--- src/rtl/md_pkg.sv ---
// Shared types and decode helpers for the M-extension multiply/divide unit.
package md_pkg;

   typedef enum logic [2:0] {
      MD_MUL    = 3'b000,
      MD_MULH   = 3'b001,
      MD_MULHSU = 3'b010,
      MD_MULHU  = 3'b011,
      MD_DIV    = 3'b100,
      MD_DIVU   = 3'b101,
      MD_REM    = 3'b110,
      MD_REMU   = 3'b111
   } md_code_t;

   typedef enum logic [1:0] {
      MD_IDLE = 2'd0,
      MD_CALC = 2'd1,
      MD_FIX  = 2'd2,
      MD_DONE = 2'd3
   } md_state_t;

   function automatic logic md_is_div(input md_code_t c);
      return c inside {MD_DIV, MD_DIVU, MD_REM, MD_REMU};
   endfunction

   function automatic logic md_rs1_signed(input md_code_t c);
      return c inside {MD_MULH, MD_MULHSU, MD_DIV, MD_REM};
   endfunction

   function automatic logic md_rs2_signed(input md_code_t c);
      return c inside {MD_MULH, MD_DIV, MD_REM};
   endfunction

endpackage

--- src/rtl/md_iter_core.sv ---
// One-step-per-cycle shift/add (multiply) or shift/subtract (restoring divide) datapath.
// acc holds product high half / partial remainder, lo holds product low half / quotient.
module md_iter_core #(
   parameter int XLEN = 32
) (
   input  logic            clk,
   input  logic            rst_n,
   input  logic            load,
   input  logic            step,
   input  logic            mode_div,
   input  logic [XLEN-1:0] acc_in,
   input  logic [XLEN-1:0] lo_in,
   input  logic [XLEN-1:0] b_in,
   output logic [XLEN-1:0] acc_out,
   output logic [XLEN-1:0] lo_out
);

   logic [XLEN-1:0] acc, lo, b;
   logic [XLEN:0]   opa, opb, sum;
   logic [XLEN-1:0] acc_nxt, lo_nxt;

   // Divide uses the guard bit as the borrow: a set MSB means the trial subtract failed.
   always_comb begin
      if (mode_div) begin
         opa = {acc, lo[XLEN-1]};
         opb = ~{1'b0, b};
      end else begin
         opa = {1'b0, acc};
         opb = lo[0] ? {1'b0, b} : '0;
      end
      sum = opa + opb + {{XLEN{1'b0}}, mode_div};
      if (mode_div) begin
         if (sum[XLEN]) begin
            acc_nxt = opa[XLEN-1:0];
            lo_nxt  = {lo[XLEN-2:0], 1'b0};
         end else begin
            acc_nxt = sum[XLEN-1:0];
            lo_nxt  = {lo[XLEN-2:0], 1'b1};
         end
      end else begin
         acc_nxt = sum[XLEN:1];
         lo_nxt  = {sum[0], lo[XLEN-1:1]};
      end
   end

   always_ff @(posedge clk) begin
      if (!rst_n) begin
         acc <= '0;
         lo  <= '0;
         b   <= '0;
      end else if (load) begin
         acc <= acc_in;
         lo  <= lo_in;
         b   <= b_in;
      end else if (step) begin
         acc <= acc_nxt;
         lo  <= lo_nxt;
      end
   end

   assign acc_out = acc;
   assign lo_out  = lo;

endmodule

--- src/rtl/ex_muldiv_unit.sv ---
// Iterative RV32M/RV64M multiply/divide unit for EX; stalls the pipe while iterating.
// Optional MD_FAST_MUL_EN: single-cycle combinational multiply, CALC kept for divide only.
//
// state | meaning
// IDLE  | waiting for start_ex; operands latched and preloaded on accept
// CALC  | one multiply/divide step per cycle, counter counts XLEN down to 0
// FIX   | sign correction and result select, result registered
// DONE  | md_valid strobe, stall released
module ex_muldiv_unit
   import md_pkg::*;
#(
   parameter int XLEN  = 32,
   parameter int CNT_W = $clog2(XLEN) + 1
) (
   input  logic            clk,
   input  logic            rst_n,
   input  logic            start_ex,
   input  logic [2:0]      md_code_ex,
   input  logic [XLEN-1:0] rs1_sel,
   input  logic [XLEN-1:0] rs2_sel,
   input  logic            rst_pipe,
   output logic            md_busy,
   output logic            md_stall,
   output logic            md_valid,
   output logic [XLEN-1:0] md_result
);

   md_state_t        state;
   logic [CNT_W-1:0] cnt;
   md_code_t         code_q;
   logic             neg_res, neg_rem, raw;

   md_code_t         code_in;
   logic             s1, s2, div0, ovf, fast, accept;
   logic [XLEN-1:0]  a_mag, b_mag, acc_ld, lo_ld;
   logic [XLEN-1:0]  acc_q, lo_q;
   logic [2*XLEN-1:0] prod, prod_c;
   logic [XLEN-1:0]  quo_c, rem_c, fix_result;

   assign code_in = md_code_t'(md_code_ex);
   assign s1      = md_rs1_signed(code_in) & rs1_sel[XLEN-1];
   assign s2      = md_rs2_signed(code_in) & rs2_sel[XLEN-1];
   assign a_mag   = s1 ? -rs1_sel : rs1_sel;
   assign b_mag   = s2 ? -rs2_sel : rs2_sel;
   assign div0    = md_is_div(code_in) && (rs2_sel == '0);
   assign ovf     = (code_in == MD_DIV || code_in == MD_REM)
                    && (rs1_sel == {1'b1, {(XLEN-1){1'b0}}}) && (rs2_sel == '1);
   assign accept  = (state == MD_IDLE) && start_ex && !rst_pipe;

`ifdef MD_FAST_MUL_EN
   logic signed [XLEN:0]     fm_a, fm_b;
   logic signed [2*XLEN+1:0] fm_p;
   assign fm_a = {md_rs1_signed(code_in) & rs1_sel[XLEN-1], rs1_sel};
   assign fm_b = {md_rs2_signed(code_in) & rs2_sel[XLEN-1], rs2_sel};
   assign fm_p = fm_a * fm_b;
   assign fast = !md_is_div(code_in);
`else
   assign fast = 1'b0;
`endif

   // Special cases and the fast product are loaded as final values and bypass sign fix.
   always_comb begin
      acc_ld = '0;
      lo_ld  = a_mag;
      if (div0) begin
         acc_ld = rs1_sel;
         lo_ld  = '1;
      end else if (ovf) begin
         acc_ld = '0;
         lo_ld  = rs1_sel;
      end
`ifdef MD_FAST_MUL_EN
      else if (fast) begin
         acc_ld = fm_p[2*XLEN-1:XLEN];
         lo_ld  = fm_p[XLEN-1:0];
      end
`endif
   end

   md_iter_core #(.XLEN(XLEN)) u_core (
      .clk      (clk),
      .rst_n    (rst_n),
      .load     (accept),
      .step     (state == MD_CALC),
      .mode_div (md_is_div(code_q)),
      .acc_in   (acc_ld),
      .lo_in    (lo_ld),
      .b_in     (b_mag),
      .acc_out  (acc_q),
      .lo_out   (lo_q)
   );

   always_comb begin
      prod       = {acc_q, lo_q};
      prod_c     = (neg_res && !raw) ? -prod : prod;
      quo_c      = (neg_res && !raw) ? -lo_q : lo_q;
      rem_c      = (neg_rem && !raw) ? -acc_q : acc_q;
      fix_result = rem_c;
      case (code_q)
         MD_MUL:                       fix_result = prod_c[XLEN-1:0];
         MD_MULH, MD_MULHSU, MD_MULHU: fix_result = prod_c[2*XLEN-1:XLEN];
         MD_DIV, MD_DIVU:              fix_result = quo_c;
         default:                      fix_result = rem_c;
      endcase
   end

   always_ff @(posedge clk) begin
      if (!rst_n) begin
         state     <= MD_IDLE;
         cnt       <= '0;
         code_q    <= MD_MUL;
         neg_res   <= 1'b0;
         neg_rem   <= 1'b0;
         raw       <= 1'b0;
         md_valid  <= 1'b0;
         md_result <= '0;
      end else if (rst_pipe) begin
         state    <= MD_IDLE;
         md_valid <= 1'b0;
      end else begin
         case (state)
            MD_IDLE: begin
               md_valid <= 1'b0;
               if (start_ex) begin
                  code_q  <= code_in;
                  neg_res <= s1 ^ s2;
                  neg_rem <= s1;
                  cnt     <= CNT_W'(XLEN);
                  raw     <= div0 | ovf | fast;
                  state   <= (div0 | ovf | fast) ? MD_FIX : MD_CALC;
               end
            end
            MD_CALC: begin
               cnt <= cnt - 1'b1;
               if (cnt == CNT_W'(1)) state <= MD_FIX;
            end
            MD_FIX: begin
               md_result <= fix_result;
               md_valid  <= 1'b1;
               state     <= MD_DONE;
            end
            default: begin
               md_valid <= 1'b0;
               state    <= MD_IDLE;
            end
         endcase
      end
   end

   assign md_busy  = (state != MD_IDLE);
   assign md_stall = (start_ex && state == MD_IDLE) || state == MD_CALC || state == MD_FIX;

endmodule

--- config.mk ---
export PLATFORM = sky130hd
export DESIGN_NAME = ex_muldiv_unit
export DESIGN_NICKNAME = d
export VERILOG_FILES = /design/src/rtl/md_pkg.sv /design/src/rtl/md_iter_core.sv /design/src/rtl/ex_muldiv_unit.sv
export SDC_FILE = /design/constraint.sdc
export NUM_CORES = 1
export LEC_CHECK = 0
export CORE_MARGIN = 3
export CORE_UTILIZATION = 54
export CTS_CLUSTER_DIAMETER = 200
export DETAILED_ROUTE_END_ITERATION = 7
export PLACE_DENSITY = 0.78
export SLEW_MARGIN = 15
export SYNTH_ARGS = -nofsm -noshare
export SYNTH_HDL_FRONTEND = slang
export SYNTH_SLANG_ARGS = --single-unit
--- constraint.sdc ---
create_clock -name clk -period 5 [get_ports clk]
set_input_delay 1 -clock clk [delete_from_list [all_inputs] [get_ports clk]]
set_output_delay 1 -clock clk [all_outputs]
set_load 0.02 [all_outputs]
# Word level (Yosys, flattened, before mapping)
# Index checks and enable logic that the tools add are counted.
[totals] reg_bits=143 latch_bits=0 ramBits=0 mem_bits_ro=0 out_inout_bits=35 word_cells=102 memories=0
[op_classes] n_addsub=8 mul=0 div=0 magnitude_cmp=0 eq_ne=20 n_shift=0 n_mux=27 bitwise_logic=7 n_reduce_logical=29
[ops] op="two-way mux 32 bit" count=15
[ops] op="negator 32 bit" count=4
[ops] op="one-hot mux 32 bit (3 select lines)" count=1
[ops] op="two-way mux 33 bit" count=2
[ops] op="== test 32 bit, second input constant" count=2
[ops] op="two-way mux 64 bit" count=1
[ops] op="negator 64 bit" count=1
[ops] op="adder 33 x 1 -> 33 bit" count=1
[ops] op="adder 33 bit" count=1
[ops] op="inverter 32 -> 33 bit" count=1
[ops] op="zero test 32 bit" count=1
[ops] op="== test 3 bit, second input constant" count=8
[ops] op="one-hot mux 6 bit (2 select lines)" count=1
[ops] op="nonzero test 4 bit" count=3
[ops] op="== test 3 x 2 -> 1 bit, second input constant" count=3
[ops] op="logical AND 1 bit" count=7
[ops] op="== test 3 x 1 -> 1 bit, second input constant" count=2
[ops] op="== test 6 x 1 -> 1 bit, second input constant" count=1
[ops] op="two-way mux 2 bit" count=3
[ops] op="two-way mux 6 bit" count=1
[ops] op="one-hot mux 2 bit (3 select lines)" count=1
[ops] op="AND reduction 3 bit" count=2
[ops] op="nonzero test 2 bit" count=3
[ops] op="subtractor 6 x 1 -> 6 bit, second input constant" count=1
[ops] op="17 further kinds" count=25

# Logic depth before layout (Yosys ltp)
# Gate-level depths: netlist (run 1).
[logic_depth] word_depth=9 ltp_mapped=19

# Modules after synthesis
# Synthesis (run 1) repeated with hierarchy kept, for this count alone.
[hier_totals] cells_unflattened=1880 hier_area_um2=13814.5
[modules_own_cells] mod="md_iter_core" n_inst=1 cells_per_inst=930 area_each_um2=7364.6 seq_area_each_um2=1921.8
[modules_own_cells] mod="ex_muldiv_unit" n_inst=1 cells_per_inst=950 area_each_um2=6449.9 seq_area_each_um2=940.9

# Worst setup path before layout (run 1)
# Ideal clock, no wire load.
[synth_timing] kind="flip-flop to flip-flop" startpoint="reg code_q[2]" endpoint="reg u_core.acc[30] (netlist: u_core.acc_out[30])" arrival_ns=4.622 slack_ns=0.261 stages_incl_launch_ff=17 synth_period_minus_slack_ns=4.739 path_cell_list="dfxtp_1 clkbuf_1 clkbuf_1 buf_1 clkbuf_1 o21ai_0 fa_1 a211oi_1 o21ai_0 o311ai_1 nand4_1 a211oi_1 xnor2_1 buf_2 clkbuf_1 o21ai_0 a32o_1"
[synth_via] elab_chain_cells=9 word_cells_on_any_way=13 classes_between="add/sub: 2; eq/ne: 4; mux: 6; reduce/logical: 1"
[synth_rtl] item="from (decl)" line_no="ex_muldiv_unit.sv:30" text="md_code_t code_q;"
[synth_rtl] item="from (signal assigned)" line_no="ex_muldiv_unit.sv:125" text="code_q <= code_in;"
[synth_rtl] item="== test 3 bit" line_no="md_pkg.sv:23" text="return c inside {MD_DIV, MD_DIVU, MD_REM, MD_REMU};"
[synth_rtl] item="nonzero test 4 bit *" line_no="md_pkg.sv:23"
[synth_rtl] item="two-way mux 33 bit" line_no="md_iter_core.sv:24" text="if (mode_div) begin"
[synth_rtl] item="adder 33 bit" line_no="md_iter_core.sv:31" text="sum = opa + opb + {{XLEN{1'b0}}, mode_div};"
[synth_rtl] item="adder 33 x 1 -> 33 bit" line_no="md_iter_core.sv:31"
[synth_rtl] item="two-way mux 32 bit" line_no="md_iter_core.sv:33" text="if (sum[XLEN]) begin"
[synth_rtl] item="two-way mux 32 bit *" line_no="md_iter_core.sv:32" text="if (mode_div) begin"
[synth_rtl] item="two-way mux 32 bit *" line_no="md_iter_core.sv:55" text="end else if (step) begin"
[synth_rtl] item="two-way mux 32 bit *" line_no="md_iter_core.sv:51" text="end else if (load) begin"
[synth_rtl] item="to (signal assigned)" line_no="md_iter_core.sv:52" text="acc <= acc_in;"
[synth_rtl] item="to (signal assigned)" line_no="md_iter_core.sv:56" text="acc <= acc_nxt;"
[synth_rtl] item="to (decl)" line_no="md_iter_core.sv:18" text="logic [XLEN-1:0] acc, lo, b;"
# Every way passes the cells marked *; elsewhere a longest branch is shown, timed or not. The select of a mux whose other input is x is not followed.
# A chain may end at the register's enable or synchronous reset.

# Final worst setup path (run 1)
[layout_timing] startpoint="reg code_q[2]" endpoint="reg u_core.acc[9] (netlist: u_core.acc_out[9])"
# Same word-level chain as after synthesis.

==> results of run 1 <==
metal layers:
metal | vias to the layer above | global-route usage (%) | routed length [um]
li1 | 6597 | - | -
met1 | 6275 | 41.3 | 17800
met2 | 657 | 53.3 | 19600
met3 | 140 | 5.24 | 3230
met4 | 0 | 16.4 | 2120
met5 | - | 0 | 0
logic make-up (layout without fill, tap and decap cells):
| kind of cell | count (synthesis) | in the layout | synth area share (%) |
|---|---|---|---|
| compound gates | 630 | 630 | 30.3 |
| xor+xnor | 164 | 164 | 11.1 |
| fa+ha+maj | 44 | 44 | 4.38 |
| buf+inv | 191 | 226 | 5.67 |
| flops | 143 | 143 | 22.2 |
| mux | 87 | 87 | 7.06 |
| simple gates | 527 | 527 | 19.3 |
path summary, 6_finish.rpt:
path | start | to | cells past startpoint
worst max-delay path | code_q[2] | u_core.acc_out[9] | 14
worst min-delay path | md_result[24] | md_result[24] | 2
worst max register to register | code_q[2] | u_core.acc_out[9] | 14
worst min register to register | md_result[24] | md_result[24] | 2
critical path: stages, from the launching register on:
cell	delay, ps
sky130_fd_sc_hd__dfxtp_4	420
sky130_fd_sc_hd__inv_1	450
sky130_fd_sc_hd__o21ai_0	290
sky130_fd_sc_hd__fa_1	520
sky130_fd_sc_hd__a211oi_1	280
sky130_fd_sc_hd__o21ai_0	240
sky130_fd_sc_hd__o311ai_1	300
sky130_fd_sc_hd__buf_4	190
sky130_fd_sc_hd__nand4_1	100
sky130_fd_sc_hd__a211oi_1	380
sky130_fd_sc_hd__xnor2_2	240
sky130_fd_sc_hd__buf_12	250
sky130_fd_sc_hd__mux2_2	180
sky130_fd_sc_hd__a21oi_1	60
sky130_fd_sc_hd__a2111oi_0	450
registers in the layout, summed over array words and instances, names as in the netlist:
signal and flops:
md_result 32, u_core.acc_out 32, u_core.b 32, u_core.lo_out 32
cnt 6, code_q 3, state 2, md_valid 1
neg_rem 1, neg_res 1, raw 1
power groups by stage:
stage	combinational [mW]	clock [mW]	sequential, mW
after floorplan	0.810	0	1.28
after global placement	1.09	0	1.34
after detailed placement	1.11	0	1.35
after CTS	1.11	1.35	1.32
after global routing	1.24	1.41	1.34
final	1.14	1.35	1.33
cell type report:
type / count / share of cell area (%)
Clock buffer: 17 / 2.87
Timing Repair Buffer: 155 / 9.88
Tap cell: 313 / 2.64
Multi-Input combinational cell: 1452 / 63.1
Inverter: 39 / 0.996
Clock inverter: 15 / 1.17
Sequential cell: 143 / 19.3
metrics by stage:
step	worst slack (ps)	cell area, um^2	util, %	hold slack (ps)
2_1_floorplan	261	12900	-	442
3_3_place_gp	595	14200	61.7	440
3_5_place_dp	500	14200	61.7	445
4_1_cts	478	14800	64.3	456
5_1_grt	51.3	14800	64.3	486
6_report	494	14800	64.3	452
cells in the final DEF (no fill, tap or decap), types with 11 or more instances in the layout:
cell / netlist / layout
sky130_fd_sc_hd__a31oi_1: 20 / 20
sky130_fd_sc_hd__o41ai_1: 12 / 12
sky130_fd_sc_hd__or4_1: 11 / 11
sky130_fd_sc_hd__xnor2_1: 102 / 101
sky130_fd_sc_hd__a21o_1: 20 / 20
sky130_fd_sc_hd__o31ai_1: 27 / 27
sky130_fd_sc_hd__nand4_1: 13 / 13
sky130_fd_sc_hd__clkbuf_16: 0 / 17
sky130_fd_sc_hd__dfxtp_1: 143 / 142
sky130_fd_sc_hd__a222oi_1: 12 / 12
sky130_fd_sc_hd__o21ai_0: 197 / 196
sky130_fd_sc_hd__clkdlybuf4s50_1: 0 / 105
sky130_fd_sc_hd__buf_4: 2 / 47
sky130_fd_sc_hd__nor3_1: 45 / 45
sky130_fd_sc_hd__nor2_1: 153 / 149
sky130_fd_sc_hd__nand2b_1: 11 / 11
sky130_fd_sc_hd__mux2i_1: 54 / 54
sky130_fd_sc_hd__a21oi_1: 175 / 174
sky130_fd_sc_hd__xor2_1: 62 / 62
sky130_fd_sc_hd__inv_1: 38 / 38
sky130_fd_sc_hd__o211ai_1: 16 / 16
sky130_fd_sc_hd__a221oi_1: 17 / 17
sky130_fd_sc_hd__a211oi_1: 35 / 35
sky130_fd_sc_hd__nand3_1: 25 / 25
sky130_fd_sc_hd__mux2_2: 33 / 33
sky130_fd_sc_hd__or3_1: 22 / 22
sky130_fd_sc_hd__nor4_1: 17 / 17
sky130_fd_sc_hd__ha_1: 42 / 42
sky130_fd_sc_hd__nand2_1: 182 / 182
==> results.yml, run 1 <==
yosys:
  postSynth.asyncResetShare_pct: 0
  synth_sequential_area_ratio_pct: 22.2
  avg_synthesized_cell_area_um2: 7.23
  edff_count_synth: 0
  synth-warning-count: 0
  synthTopCellsByCount: "sky130_fd_sc_hd__o21ai_0 (197), sky130_fd_sc_hd__nand2_1 (182), sky130_fd_sc_hd__a21oi_1 (175)"
  mappedNetlistNets: 1901
  synth_flop_cell: "sky130_fd_sc_hd__dfxtp_1"
  syn-instance-count: 1786
  postSynthRegisterBits: 143
  syn_area_mm2: 0.0129
  synth.top_cell.area_share_pct: 22.2
  post_synth_main_area_contributors: "sky130_fd_sc_hd__dfxtp_1 (22%), sky130_fd_sc_hd__o21ai_0 (7.6%), sky130_fd_sc_hd__xnor2_1 (6.9%)"
  yosysTopAreaCell: "sky130_fd_sc_hd__dfxtp_1"
  synth_cell_types: 80
  synthMostInstantiatedCell: "sky130_fd_sc_hd__o21ai_0"
setup_path:
  setup.worst_path.start_class: "flip-flop"
  crit_type: "reg -> reg"
  endpoint_kind_of_the_worst_setup_timing_path: "flip-flop"
  regToRegSetupSlack_ps: 490
  critical_path.max_fanout: 28
  arrival_ps: 4800
  cp_data_required_time_ps: 5290
sta:
  timing.final.hold_violations: 0
  worst_pin_slew_ps: 1110
  period_needed_ps: 4510
  timing.slew.headroom_pct: 25.8
  clock-skew-final_ps: 13.2
  finalCritPeriodShare_pct: 90.1
  setup-tns-final_ps: 0
  max_clock_freq_mhz: 222
  timing.final.setup_violations: 0
  maxSlewViolCount: 0
  unrepaired_setup_endpoints_after_global_routing: "no"
floorplan:
  floorplan.die_area_mm2: 0.0258
  die_h_um: 161
  pin_count: 106
  initial_core_util_pct: 56.0
  core_region_area_mm2: 0.0231
  floorplan.die.width_um: 161
  floorplan.rows: 55
clock_network:
  clock_transition_time_at_the_flip_flop_clock_pins_of_the_worst_setup_and_hold_paths_ps: 70
  cts_hold_buf: 0
  clock_insertion_delay_worst_skew_ps: 450
  cts.repair_timing.setup_buffer_count: 0
  cts_bufs_inserted: 17
  quantity_of_gates_resized_following_cts: 0
  cts_buffer_depth: 2
  tritoncts: "built"
  cts.htree.levels: 4
  clock_tree.root_cell: "sky130_fd_sc_hd__clkbuf_16"
  numClockSinks: 143
power:
  total_switching_power_mw: 1.39
  peakVddDrop_mv: 0.176
  power_density_mw_per_mm2: 257
  internal_power_mw: 2.42
  comb_power_share_pct: 29.9
  design_power_total_mw: 3.81
  sw_frac_of_total_pct: 36.6
  pwr-share-clk_pct: 35.3
  seq_power_share_pct: 34.8
  power_leakage_nw: 5.32
global_routing:
  first_global_vias: 12900
  antenna_found_initial: 0
  grt_util_all_layers_pct: 32.5
  largest_net_degree_at_the_start_of_global_routing: 67
  globalRouteOverflowTotal: 0
  grt_pass1_wl_um: 68300
worst_hold_path:
  holdCritPathClass: "reg -> reg"
routing:
  wl_per_cell_um: 20.1
  routed_via_density: 6.41
  detailedRoute.firstPassIterationCount: 8
  totalWireLength_um: 42800
  drc_errors: 3
  vias: 13700
  detail-route-antenna-nets: 0
  drtIter0Drc: 1392
cells_and_area:
  finish.net_count: 1923
  layout-drive-gt1-share_pct: 7.74
  multi_input_gate_area_in_the_final_layout_mm2: 0.00935
  sequential_cell_area_mm2: 0.00287
  finalNonFillerCells: 2134
  count_of_fill_cells_added_during_filler_insertion: 2118
  antenna_cells_inserted: 0
  synth_to_layout_area_growth_pct: 14.8
placed_design:
  hpwlAfterDp_um: 32200
  numPortBuffers: 105
  dpl.cell_count: 2102
  globalplace.congestion: 0.973
status:
  outcome: "complete, but fails checks"
  violations_in_the_final_reports: "DRC"
job:
  maxCapViolations: 0
Power figures use the tool's default switching activity.
==> run 2, diff against run 1 <==
--- a/config.mk
+++ b/config.mk
@@ -5,6 +5,8 @@
 export SDC_FILE = /design/constraint.sdc
 export NUM_CORES = 1
 export LEC_CHECK = 0
+export CAP_MARGIN = 20
+export CORE_ASPECT_RATIO = 1.5
 export CORE_MARGIN = 3
 export CORE_UTILIZATION = 54
 export CTS_CLUSTER_DIAMETER = 200
==> run 2 against run 1 <==
  * The run still ends with DRC left
  * Sequential share of layout area fell by 0.059 points
  * Via count rose by 1.9%
  * Cell count fell by 0.28%
  * Highest routed layer unchanged
  * Final area rose by 0.30%
  * Sequential power barely moved
  * Wire length rose by 2.7%
  * Total power rose by 5.5%
  * Die area rose by 0.15%
  * Critical endpoint is now u_core.acc_out[30]
  * Critical path depth fell by 2
  * Critical path type unchanged
==> results.yml, run 2 (synthesized netlist as in run 1, its figures left out) <==
setup_path:
  crit_type: "reg -> reg"
  cp_num_buf_inv: 1
  cell_type_group_with_the_largest_total_delay_on_the_critical_path: "compound AO/OA/AOI/OAI gates"
  cp_data_required_time_ps: 5330
  arrival_ps: 4720
  endpoint_kind_of_the_worst_setup_timing_path: "flip-flop"
  critical_path.cell_chain: "buf_4 > mux2_2 > ha_1 > o21a_1 > o31a_1 > o311ai_0 > a31oi_1 > nor3_1 > o211ai_1 > xnor2_1 > a31oi_1 > a32o_1"
  critical_path.max_stage_delay_ps: 670
  worst_path_most_repeated_cell: "sky130_fd_sc_hd__a31oi_1"
  setup.worst_path.start_class: "flip-flop"
  critical_path.max_fanout: 33
  critical-path-slowest-cell: "sky130_fd_sc_hd__dfxtp_4"
routing:
  wl_per_cell_um: 20.7
  drtIter0Drc: 1627
  detailedRoute.firstPassIterationCount: 8
  drc_errors: 2
  totalWireLength_um: 44000
  vias: 13900
  routed_via_density: 6.54
  detail-route-antenna-nets: 0
cells_and_area:
  finish.net_count: 1916
  synth_to_layout_area_growth_pct: 15.1
  multi_input_gate_area_in_the_final_layout_mm2: 0.00936
  sequential_cell_area_mm2: 0.00287
  antenna_cells_inserted: 0
  commonest_cells_after_routing_fill_and_taps_aside: "sky130_fd_sc_hd__o21ai_0 (197), sky130_fd_sc_hd__nand2_1 (182), sky130_fd_sc_hd__a21oi_1 (174)"
  finalNonFillerCells: 2128
  most_common_cell_after_layout_fill_and_taps_aside: "sky130_fd_sc_hd__o21ai_0"
  layout-drive-gt1-share_pct: 7.23
  count_of_fill_cells_added_during_filler_insertion: 2130
clock_network:
  clock_transition_time_at_the_flip_flop_clock_pins_of_the_worst_setup_and_hold_paths_ps: 60
  cts_bufs_inserted: 17
  tritoncts: "built"
  cts.repair_timing.setup_buffer_count: 0
  clock_tree.root_cell: "sky130_fd_sc_hd__clkbuf_16"
  cts_buffer_depth: 2
  cts_hold_buf: 0
  quantity_of_gates_resized_following_cts: 0
  cts.htree.levels: 4
  clock_insertion_delay_worst_skew_ps: 450
  numClockSinks: 143
floorplan:
  initial_core_util_pct: 55.4
  die_h_um: 195
  floorplan.rows: 68
  core_region_area_mm2: 0.0233
  pin_count: 106
  floorplan.die_area_mm2: 0.0259
  floorplan.die.width_um: 132
job:
  maxCapViolations: 0
placed_design:
  numPortBuffers: 105
  dpl.cell_count: 2097
  hpwlAfterDp_um: 33000
  globalplace.congestion: 1.06
sta:
  max_clock_freq_mhz: 228
  final.hold.worst_slack_ps: 454
  worst_pin_slew_ps: 1040
  period_needed_ps: 4390
  timing.slew.headroom_pct: 30.3
  timing.final.setup_violations: 0
  unrepaired_setup_endpoints_after_global_routing: "no"
  finalCritPeriodShare_pct: 87.8
  maxSlewViolCount: 0
  setup-tns-final_ps: 0
  clock-skew-final_ps: 12.6
  timing.final.hold_violations: 0
global_routing:
  first_global_vias: 13000
  antenna_found_initial: 0
  grt_util_all_layers_pct: 32.8
  globalRouteOverflowTotal: 0
  grt_pass1_wl_um: 68800
  largest_net_degree_at_the_start_of_global_routing: 66
status:
  outcome: "complete, but fails checks"
  violations_in_the_final_reports: "DRC"
power:
  design_power_total_mw: 4.02
  peakVddDrop_mv: 0.284
  power_density_mw_per_mm2: 270
  power_leakage_nw: 5.33
worst_hold_path:
  holdCritPathClass: "reg -> reg"
==> run 2: worst min-delay path, stage by stage, from the launching register on <==
cell and delay, ps:
sky130_fd_sc_hd__dfxtp_1 310, sky130_fd_sc_hd__nand2_1 50, sky130_fd_sc_hd__a21oi_1 50
==> run 2: layer usage <==
layer	wire length (um)	up-vias	global-route usage, %
met5	0	-	0
met2	21500	722	57.8
li1	-	6583	-
met3	3330	173	4.72
met4	2640	0	19.5
met1	16500	6449	37.4
==> run 2: area by class of cell <==
class / count / share of cell area [%]
repair buffers: 148 / 9.49
multi-input cells: 1452 / 62.9
clock inverters: 11 / 1.58
clock buffers: 20 / 3.07
flip-flops and latches: 143 / 19.3
well taps: 315 / 2.65
inverters: 39 / 0.993
==> run 2: metrics by stage <==
| stage | instance area, um^2 | setup WS, ps | util (%) |
|---|---|---|---|
| 4_1_cts | 14900 | 647 | 63.8 |
| 2_1_floorplan | 12900 | 261 | - |
| 3_5_place_dp | 14200 | 471 | 60.8 |
| 6_report | 14900 | 609 | 63.8 |
| 5_1_grt | 14900 | 321 | 63.8 |
| 3_3_place_gp | 14200 | 556 | 60.8 |
==> run 2: path summary, 6_finish.rpt <==
path	start	endpoint	slack, ps	cells after the start
hold reg to reg	md_result[14]	md_result[14]	450	2
hold / removal	md_result[14]	md_result[14]	450	2
setup reg to reg	code_q[2]	u_core.acc_out[30]	610	12
setup / recovery	code_q[2]	u_core.acc_out[30]	610	12
==> run 2: where the power goes <==
group | internal [mW] | switching [mW] | leakage [nW]
sequential | 1.21 | 0.125 | 1.17
clock | 1.01 | 0.529 | 0.332
combinational | 0.453 | 0.694 | 3.82
total | 2.67 | 1.35 | 5.33
==> run 3, diff against run 2 <==
--- a/config.mk
+++ b/config.mk
@@ -12,7 +12,7 @@
 export CTS_CLUSTER_DIAMETER = 200
 export DETAILED_ROUTE_END_ITERATION = 7
 export PLACE_DENSITY = 0.78
-export SLEW_MARGIN = 15
+export SLEW_MARGIN = 20
 export SYNTH_ARGS = -nofsm -noshare
 export SYNTH_HDL_FRONTEND = slang
 export SYNTH_SLANG_ARGS = --single-unit
==> results of run 3 <==
Final layout, timing and power as in run 2 (identical DEF).
